### config.mk
export PLATFORM = sky130hd
export DESIGN_NAME = mem_port_arbiter_flat
export DESIGN_NICKNAME = d
export VERILOG_FILES = /design/src/rtl/mem_port_arbiter_if.sv /design/src/rtl/mem_port_arbiter.sv /design/src/flat_wrapper.sv
export SDC_FILE = /design/constraint.sdc
export NUM_CORES = 1
export LEC_CHECK = 0
export BUFFER_PORTS_ARGS = -buffer_cell sky130_fd_sc_hd__buf_2
export CAP_MARGIN = 20
export CORE_MARGIN = 5
export CORE_UTILIZATION = 47
export DETAILED_ROUTE_END_ITERATION = 8
export PLACE_DENSITY = 0.81
export SLEW_MARGIN = 20
export SYNTH_ARGS = -nofsm -noshare
export SYNTH_HDL_FRONTEND = slang
export SYNTH_SLANG_ARGS = --single-unit
### constraint.sdc
create_clock -name clock -period 2.4 [get_ports clock]
set_input_delay 0.48 -clock clock [delete_from_list [all_inputs] [get_ports clock]]
set_output_delay 0.48 -clock clock [all_outputs]
set_load 0.005 [all_outputs]
### src/rtl/mem_port_arbiter_if.sv
// Bundle of the IF requester, D requester and mem_stage signals around mem_port_arbiter.
// The slave modport is the arbiter's view; the master modport is the requesters' and memory's view.
interface mem_port_arbiter_if #(
    parameter int data_width    = 32,
    parameter int address_width = 32
);
    logic                     if_req;
    logic [address_width-1:0] if_addr;
    logic                     if_rsp_valid;
    logic [data_width-1:0]    if_rdata;
    logic                     if_err;

    logic                     d_req;
    logic                     d_we;
    logic [1:0]               d_size;
    logic                     d_sign;
    logic [address_width-1:0] d_addr;
    logic [data_width-1:0]    d_wdata;
    logic                     d_rsp_valid;
    logic [data_width-1:0]    d_rdata;
    logic                     d_err;

    logic                     mem_enable;
    logic                     mem_read_write;
    logic [1:0]               mem_access_size;
    logic                     mem_load_sign;
    logic [address_width-1:0] mem_address;
    logic [data_width-1:0]    mem_data_in;
    logic [data_width-1:0]    mem_data_out;

    modport slave (
        input  if_req, if_addr,
        output if_rsp_valid, if_rdata, if_err,
        input  d_req, d_we, d_size, d_sign, d_addr, d_wdata,
        output d_rsp_valid, d_rdata, d_err,
        output mem_enable, mem_read_write, mem_access_size, mem_load_sign, mem_address, mem_data_in,
        input  mem_data_out
    );

    modport master (
        output if_req, if_addr,
        input  if_rsp_valid, if_rdata, if_err,
        output d_req, d_we, d_size, d_sign, d_addr, d_wdata,
        input  d_rsp_valid, d_rdata, d_err,
        input  mem_enable, mem_read_write, mem_access_size, mem_load_sign, mem_address, mem_data_in,
        output mem_data_out
    );
endinterface

### src/rtl/mem_port_arbiter.sv
// Shares one synchronous memory port between instruction fetch (IF) and data (D) requesters, one transaction at a time.
// Define ROUND_ROBIN_EN to alternate grants on ties; by default D has fixed priority over IF.
module mem_port_arbiter #(
    parameter int data_width    = 32,
    parameter int address_width = 32,
    parameter int MEM_LATENCY   = 1
) (
    input  logic              clock,
    input  logic              reset_n,
    mem_port_arbiter_if.slave bus,
    output logic              busy
);
    typedef enum logic [1:0] {IDLE, ISSUE, WAIT, RESP} state_t;

    state_t                   state, state_next;
    logic                     gnt_d;
    logic                     err_q;
    logic                     we_q;
    logic                     sign_q;
    logic [1:0]               size_q;
    logic [address_width-1:0] addr_q;
    logic [data_width-1:0]    wdata_q;
    logic [data_width-1:0]    if_rdata_q;
    logic [data_width-1:0]    d_rdata_q;
    logic [2:0]               wait_cnt;
    logic                     pick_d;
    logic                     pick_if;
    logic                     pick_err;
`ifdef ROUND_ROBIN_EN
    logic                     last_grant_d;
`endif

    // Reserved size (3) is reported as misaligned so it never reaches memory.
    function automatic logic misaligned(input logic [1:0] size, input logic [1:0] lsb);
        case (size)
            2'd0:    return lsb != 2'b00;
            2'd1:    return lsb[0];
            2'd2:    return 1'b0;
            default: return 1'b1;
        endcase
    endfunction

    always_comb begin
`ifdef ROUND_ROBIN_EN
        pick_d = bus.d_req && !(bus.if_req && last_grant_d);
`else
        pick_d = bus.d_req;
`endif
        pick_if    = bus.if_req && !pick_d;
        pick_err   = pick_d ? misaligned(bus.d_size, bus.d_addr[1:0])
                            : misaligned(2'd0, bus.if_addr[1:0]);
        state_next = state;
        case (state)
            IDLE:    if (pick_d || pick_if) state_next = pick_err ? RESP : ISSUE;
            ISSUE:   state_next = WAIT;
            WAIT:    if (wait_cnt == 3'd0) state_next = RESP;
            RESP:    state_next = IDLE;
            default: state_next = IDLE;
        endcase
    end

    always_ff @(posedge clock or negedge reset_n) begin
        if (!reset_n) begin
            state      <= IDLE;
            gnt_d      <= 1'b0;
            err_q      <= 1'b0;
            we_q       <= 1'b0;
            sign_q     <= 1'b0;
            size_q     <= 2'd0;
            addr_q     <= '0;
            wdata_q    <= '0;
            if_rdata_q <= '0;
            d_rdata_q  <= '0;
            wait_cnt   <= 3'd0;
`ifdef ROUND_ROBIN_EN
            last_grant_d <= 1'b0;
`endif
        end else begin
            state <= state_next;
            case (state)
                IDLE: begin
                    if (pick_d) begin
                        gnt_d   <= 1'b1;
                        we_q    <= bus.d_we;
                        size_q  <= bus.d_size;
                        sign_q  <= bus.d_sign;
                        addr_q  <= bus.d_addr;
                        wdata_q <= bus.d_wdata;
                        err_q   <= pick_err;
`ifdef ROUND_ROBIN_EN
                        last_grant_d <= 1'b1;
`endif
                    end else if (pick_if) begin
                        gnt_d   <= 1'b0;
                        we_q    <= 1'b0;
                        size_q  <= 2'd0;
                        sign_q  <= 1'b0;
                        addr_q  <= bus.if_addr;
                        wdata_q <= '0;
                        err_q   <= pick_err;
`ifdef ROUND_ROBIN_EN
                        last_grant_d <= 1'b0;
`endif
                    end
                end
                ISSUE: wait_cnt <= 3'(MEM_LATENCY - 1);
                WAIT: begin
                    // Capture on the final WAIT edge; stores leave the read-data register alone.
                    if (wait_cnt == 3'd0) begin
                        if (!we_q) begin
                            if (gnt_d) d_rdata_q  <= bus.mem_data_out;
                            else       if_rdata_q <= bus.mem_data_out;
                        end
                    end else begin
                        wait_cnt <= wait_cnt - 3'd1;
                    end
                end
                default: ;
            endcase
        end
    end

    assign busy                = (state != IDLE);
    assign bus.mem_enable      = (state == ISSUE);
    assign bus.mem_read_write  = we_q;
    assign bus.mem_access_size = size_q;
    assign bus.mem_load_sign   = sign_q;
    assign bus.mem_address     = addr_q;
    assign bus.mem_data_in     = wdata_q;

    assign bus.d_rsp_valid  = (state == RESP) && gnt_d;
    assign bus.d_err        = (state == RESP) && gnt_d && err_q;
    assign bus.d_rdata      = d_rdata_q;
    assign bus.if_rsp_valid = (state == RESP) && !gnt_d;
    assign bus.if_err       = (state == RESP) && !gnt_d && err_q;
    assign bus.if_rdata     = if_rdata_q;
endmodule

### src/flat_wrapper.sv
// flat-port wrapper written by rule: the top's interface ports become plain ports
module mem_port_arbiter_flat 
#(
    parameter int data_width    = 32,
    parameter int address_width = 32,
    parameter int MEM_LATENCY   = 1
)
  (clock, reset_n, busy, bus_if_req, bus_if_addr, bus_if_rsp_valid, bus_if_rdata, bus_if_err, bus_d_req, bus_d_we, bus_d_size, bus_d_sign, bus_d_addr, bus_d_wdata, bus_d_rsp_valid, bus_d_rdata, bus_d_err, bus_mem_enable, bus_mem_read_write, bus_mem_access_size, bus_mem_load_sign, bus_mem_address, bus_mem_data_in, bus_mem_data_out);
  mem_port_arbiter_if #(.data_width(data_width), .address_width(address_width)) bus_i ();
  input  logic clock;
  input  logic reset_n;
  output logic busy;
  input wire logic [$bits(bus_i.if_req)-1:0] bus_if_req;
  input wire logic [$bits(bus_i.if_addr)-1:0] bus_if_addr;
  output wire logic [$bits(bus_i.if_rsp_valid)-1:0] bus_if_rsp_valid;
  output wire logic [$bits(bus_i.if_rdata)-1:0] bus_if_rdata;
  output wire logic [$bits(bus_i.if_err)-1:0] bus_if_err;
  input wire logic [$bits(bus_i.d_req)-1:0] bus_d_req;
  input wire logic [$bits(bus_i.d_we)-1:0] bus_d_we;
  input wire logic [$bits(bus_i.d_size)-1:0] bus_d_size;
  input wire logic [$bits(bus_i.d_sign)-1:0] bus_d_sign;
  input wire logic [$bits(bus_i.d_addr)-1:0] bus_d_addr;
  input wire logic [$bits(bus_i.d_wdata)-1:0] bus_d_wdata;
  output wire logic [$bits(bus_i.d_rsp_valid)-1:0] bus_d_rsp_valid;
  output wire logic [$bits(bus_i.d_rdata)-1:0] bus_d_rdata;
  output wire logic [$bits(bus_i.d_err)-1:0] bus_d_err;
  output wire logic [$bits(bus_i.mem_enable)-1:0] bus_mem_enable;
  output wire logic [$bits(bus_i.mem_read_write)-1:0] bus_mem_read_write;
  output wire logic [$bits(bus_i.mem_access_size)-1:0] bus_mem_access_size;
  output wire logic [$bits(bus_i.mem_load_sign)-1:0] bus_mem_load_sign;
  output wire logic [$bits(bus_i.mem_address)-1:0] bus_mem_address;
  output wire logic [$bits(bus_i.mem_data_in)-1:0] bus_mem_data_in;
  input wire logic [$bits(bus_i.mem_data_out)-1:0] bus_mem_data_out;
  assign bus_i.if_req = bus_if_req;
  assign bus_i.if_addr = bus_if_addr;
  assign bus_if_rsp_valid = bus_i.if_rsp_valid;
  assign bus_if_rdata = bus_i.if_rdata;
  assign bus_if_err = bus_i.if_err;
  assign bus_i.d_req = bus_d_req;
  assign bus_i.d_we = bus_d_we;
  assign bus_i.d_size = bus_d_size;
  assign bus_i.d_sign = bus_d_sign;
  assign bus_i.d_addr = bus_d_addr;
  assign bus_i.d_wdata = bus_d_wdata;
  assign bus_d_rsp_valid = bus_i.d_rsp_valid;
  assign bus_d_rdata = bus_i.d_rdata;
  assign bus_d_err = bus_i.d_err;
  assign bus_mem_enable = bus_i.mem_enable;
  assign bus_mem_read_write = bus_i.mem_read_write;
  assign bus_mem_access_size = bus_i.mem_access_size;
  assign bus_mem_load_sign = bus_i.mem_load_sign;
  assign bus_mem_address = bus_i.mem_address;
  assign bus_mem_data_in = bus_i.mem_data_in;
  assign bus_i.mem_data_out = bus_mem_data_out;
  mem_port_arbiter #(.data_width(data_width), .address_width(address_width), .MEM_LATENCY(MEM_LATENCY)) u_core (.clock(clock), .reset_n(reset_n), .bus(bus_i), .busy(busy));
endmodule
Word level (Yosys, flattened, before mapping)
Index checks and enable logic that the tools add are counted.
{ "op_classes": {"bitwise_logic": 2, "n_eq_ne": 8, "addsub": 1, "mux": 20, "n_reduce_logical": 21} }
{ "ops": {"columns": ["cell", "count"], "rows": [
  ["two-way mux 32 bit", 4],
  ["two-way mux 2 bit", 5],
  ["nonzero test 2 bit", 5],
  ["one-hot mux 2 bit (4 select lines)", 1],
  ["AND reduction 4 bit", 2],
  ["two-way mux 1 bit", 7],
  ["equality test 2 bit (second input constant)", 3],
  ["one-hot mux 3 bit (2 select lines)", 1],
  ["AND reduction 2 bit", 3],
  ["logical AND 1 bit", 5],
  ["equality test 2 x 1 -> 1 bit (second input constant)", 2],
  ["zero test 2 bit", 2],
  ["!= test 2 x 1 -> 1 bit (second input constant)", 2],
  ["zero test 3 bit", 1],
  ["two-way mux 3 bit", 1],
  ["one-hot mux 1 bit (3 select lines)", 1],
  ["subtractor 3 x 1 -> 3 bit (second input constant)", 1],
  ["zero test 1 bit", 2],
  ["!= test 2 bit (second input constant)", 1],
  ["inverter 1 bit", 2],
  ["logical OR 1 bit", 1]
]} }
{ "word_totals": {"reg_bits": 139, "in_bits": 136, "word_cells": 63, "output_inout_bits": 138} }

Logic depth before layout (Yosys ltp)
{ "depth": {"word_depth": 6, "mapped_depth": 8, "mapped_depth_nobuf": 7} }

Least setup slack after synthesis
OpenSTA, ideal clock, no wires.
{ "synth_path": {"path_kind": "reg-to-reg", "start": "register u_core.wait_cnt[0]", "end": "register u_core.if_rdata_q[10] (netlist: u_core.bus.if_rdata[10])", "arrival_ns": 1.692, "setup_ns": 0.127, "path_slack_ns": 0.580, "path_buffers": 2, "path_stages_with_launch": 8, "path_cell_list": "dfrtp_1 inv_1 ha_1 ha_1 nor4bb_1 buf_4 buf_12 mux2_1"} }
{ "synth_via": {"elab_chain_len": 2} }
{ "synth_lines": {"columns": ["element", "line", "source"], "rows": [
  ["start: declaration", "mem_port_arbiter.sv:25", "logic [2:0] wait_cnt;"],
  ["start signal: assignment", "mem_port_arbiter.sv:106", "ISSUE: wait_cnt <= 3'(MEM_LATENCY - 1);"],
  ["start signal: assignment", "mem_port_arbiter.sv:115", "wait_cnt <= wait_cnt - 3'd1;"],
  ["zero test 3 bit", "mem_port_arbiter.sv:109", "if (wait_cnt == 3'd0) begin"],
  ["AND reduction 4 bit (no source line)", null, null],
  ["end signal: assignment", "mem_port_arbiter.sv:112", "else if_rdata_q <= bus.mem_data_out;"],
  ["end: declaration", "mem_port_arbiter.sv:23", "logic [data_width-1:0] if_rdata_q;"]
]} }
Every way passes these cells.
A chain may end at the register's enable or synchronous reset.

Worst setup path in the final report
{ "layout_path": {"start": "register u_core.wait_cnt[0]", "end": "register u_core.if_rdata_q[11] (netlist: u_core.bus.if_rdata[11])"} }
The elaborated chain is that of the path after synthesis.

==> flow_summary.toml <==
[floorplanning]
start_util_pct = 48.2
die_w_um = 121
rows = 40
dieArea_um2 = 14700
core_um2 = 12100
die_h_um = 121
ios = 274

[timing]
hold_violations = 0
fmax_ghz = 0.496
maxSlewViolCount = 0
hold_ws_ps = 303
worstMarginPinSlew_ps = 472
period_needed_ps = 2010
period_share_pct = 83.9
slew_headroom_pct = 68.5
clock_skew_ps = 6.49
setup_viol_count_final = 0
rsz0062_at_grt = "false"
finalSetupTns_ps = 0

[clock_network]
cts_tree = "yes"
cts_sinks = 139
cts_root_buffer = "clkbuf_16"
ctsHtreeMaxLevel = 4
clock_latency_ps = 410
clockBufferDepth = 2
clkTransAtPathRegs_ps = 60
numCtsBuffers = 17

[outcome]
status = "finished, final reports clean"

[pwr]
leakagePower_nw = 4.30
p_switching_mw = 3.38
swShare_pct = 31.9
internal-power_mw = 7.21
p_clk_share_pct = 25.5
seqPwrFrac_pct = 38.8
power_density_nw_per_um2 = 1320
ir_drop_uv = 613
comb_power_share_pct = 35.7
finalPower_mw = 10.6

[routing]
viasPerCell = 5.01
dr_wl_met3_um = 1250
dr.pass1.iters = 5
wirelength_um = 15400
dr.first_iter.drc_count = 282
dr.max_layer_used = "met4"
drcViolationCount = 0
ant_nets = 0
via_count = 4691
dr_wl_met2_um = 7880
met1_length_um = 5960
avgRoutedWirePerCell_um = 16.5

[setup_path]
slowest_delay_ps = 390
worstSetupPathType = "reg2reg"
crit_top_cell = "ha_1"
cp.arrival_ps = 2300
endpoint_kind = "register"
slowest_stage = "dfrtp_1"
crit_fanout = 32
critPathRequiredTime_ps = 2690
crit_path_cell_trace = "inv_1 -> ha_1 -> ha_1 -> nor4bb_4 -> buf_12 -> mux2_2"
worstSetupStartpointType = "register"

[finish]
utilization_pct = 66.1
syn_to_final_growth_pct = 37.1
diodes = 0
finalNetCount = 898
drive_gt1_share_pct = 49.0

[place]
place_hpwl_um = 11600
gp_congestion = 0.776
port_buffers = 273

[synthesis]
syn_area_um2 = 5830
ys_ff_latch = 139
yosysWarnings = 0
synth_fp_nets = 626
ys_seq_area_share_pct = 59.6
avgSynthCellArea_um2 = 12.1
synthCells = 484
yosysUniqueCellTypes = 29

[grt]
grt_pass1_wl_um = 24300
grt_pass1_vias = 4934
grt_max_degree = 74
antenna_found_initial = 0
grt_overflow = 0
grt.total_usage_pct = 21.0

[run]
drv_cap = 0

[hold_path]
hp-class = "in2reg"
[through the flow]
stage               cells  cell area (um^2)  worst slack, ps
floorplan             484              5830              580
detailed placement    904              7370              411
global placement      904              7370              476
CTS                   937              8000              387
finish                937              8000              385
global route          937              8000              285
[layout make-up]
class / count / area, um^2
fill: 949 / 4110
sequential: 139 / 3480
multi-input combinational: 306 / 2160
timing repair buffer: 284 / 1500
clock buffer: 22 / 484
tap: 168 / 210
clock inverter: 10 / 138
inverter: 8 / 30.0
[final timing paths]
path	startpoint	endpoint	slack, ps	cells past startpoint
max reg2reg	u_core.wait_cnt[0]	u_core.bus.if_rdata[11]	390	6
max	u_core.wait_cnt[0]	u_core.bus.if_rdata[11]	390	6
min in group asynchronous	reset_n	u_core.bus.d_rdata[21]	530	2
min reg2reg	u_core.bus.mem_data_in[7]	u_core.bus.mem_data_in[7]	470	2
max in group asynchronous	reset_n	u_core.bus.mem_data_in[14]	1060	3
min	bus_d_wdata[20]	u_core.bus.mem_data_in[20]	300	3
[layout by cell type (no fill, tap or decap), drive strengths merged, types with 3 or more instances in the layout]
cell type / n
a21oi: 3
buf: 283
bufinv: 3
clkbuf: 22
clkinv: 4
dfrtp: 139
ha: 6
inv: 9
mux2: 64
mux2i: 33
nand2: 107
nand3: 36
nor2: 7
o21ai: 36
[per-layer routing]
| metal | track usage [%] | vias to the layer above |
|---|---|---|
| met3 | 5.83 | 24 |
| met1 | 24.2 | 2270 |
| met5 | 0 | - |
| met4 | 8.12 | 0 |
| met2 | 37.0 | 212 |
| li1 | - | 2185 |
[critical path, delay by kind of cell, from the launching register on]
family                     cells  cell delay [ps]
buffers and inverters          2              360
muxes                          1              370
DFF                            1              390
and+or+nand+nor                1              380
adders and majority gates      2              380
[power by group through the flow]
stage | sequential [mW] | clock, mW | combinational [mW]
after global placement | 4.08 | 0 | 3.66
final | 4.11 | 2.71 | 3.78
after CTS | 4.11 | 2.76 | 3.86
after detailed placement | 4.12 | 0 | 3.84
after global routing | 4.23 | 2.86 | 4.19
after floorplan | 4.13 | 0 | 2.04
[cells in the mapped netlist, drive strengths merged]
master	count	area [um^2]
nor4bb	1	10.0
a311oi	1	8.76
o21ai	36	180
nand2	107	402
a22o	2	17.5
dfrtp	139	3480
nand3	36	180
o2bb2ai	1	8.76
and3	1	6.26
o22ai	1	6.26
and2	1	6.26
nand4b	1	8.76
nand2b	1	6.26
clkbuf	10	37.5
a31oi	1	6.26
mux2	64	822
ha	6	75.1
nor2b	2	12.5
o22a	1	8.76
buf	21	151
mux2i	33	330
inv	8	30.0
a21oi	3	15.0
nor2	7	26.3
[sequential cells by signal (all words and copies together), names as in the netlist]
register and cells:
u_core.state 2, u_core.err_q 1, u_core.bus.mem_address 32, u_core.bus.if_rdata 32
u_core.gnt_d 1, u_core.wait_cnt 3, u_core.bus.d_rdata 32, u_core.bus.mem_read_write 1
u_core.bus.mem_data_in 32, u_core.bus.mem_access_size 2, u_core.bus.mem_load_sign 1
[logic make-up after synthesis]
logic type	synth area share [%]
AO/OA/AOI/OAI	4.31
adder cells (fa/ha/maj)	1.29
buffers and inverters	3.75
flip-flops	59.6
multiplexers	19.8
AND/OR/NAND/NOR	11.3
[what timing repair did]
item,4_1_cts,5_1_grt
gates resized for setup,0,0
hold endpoints to repair,36,0
setup endpoints to repair,0,0
buffers inserted,0,0
hold buffers,1,0
No activity file was read; power rests on OpenSTA's default activity.
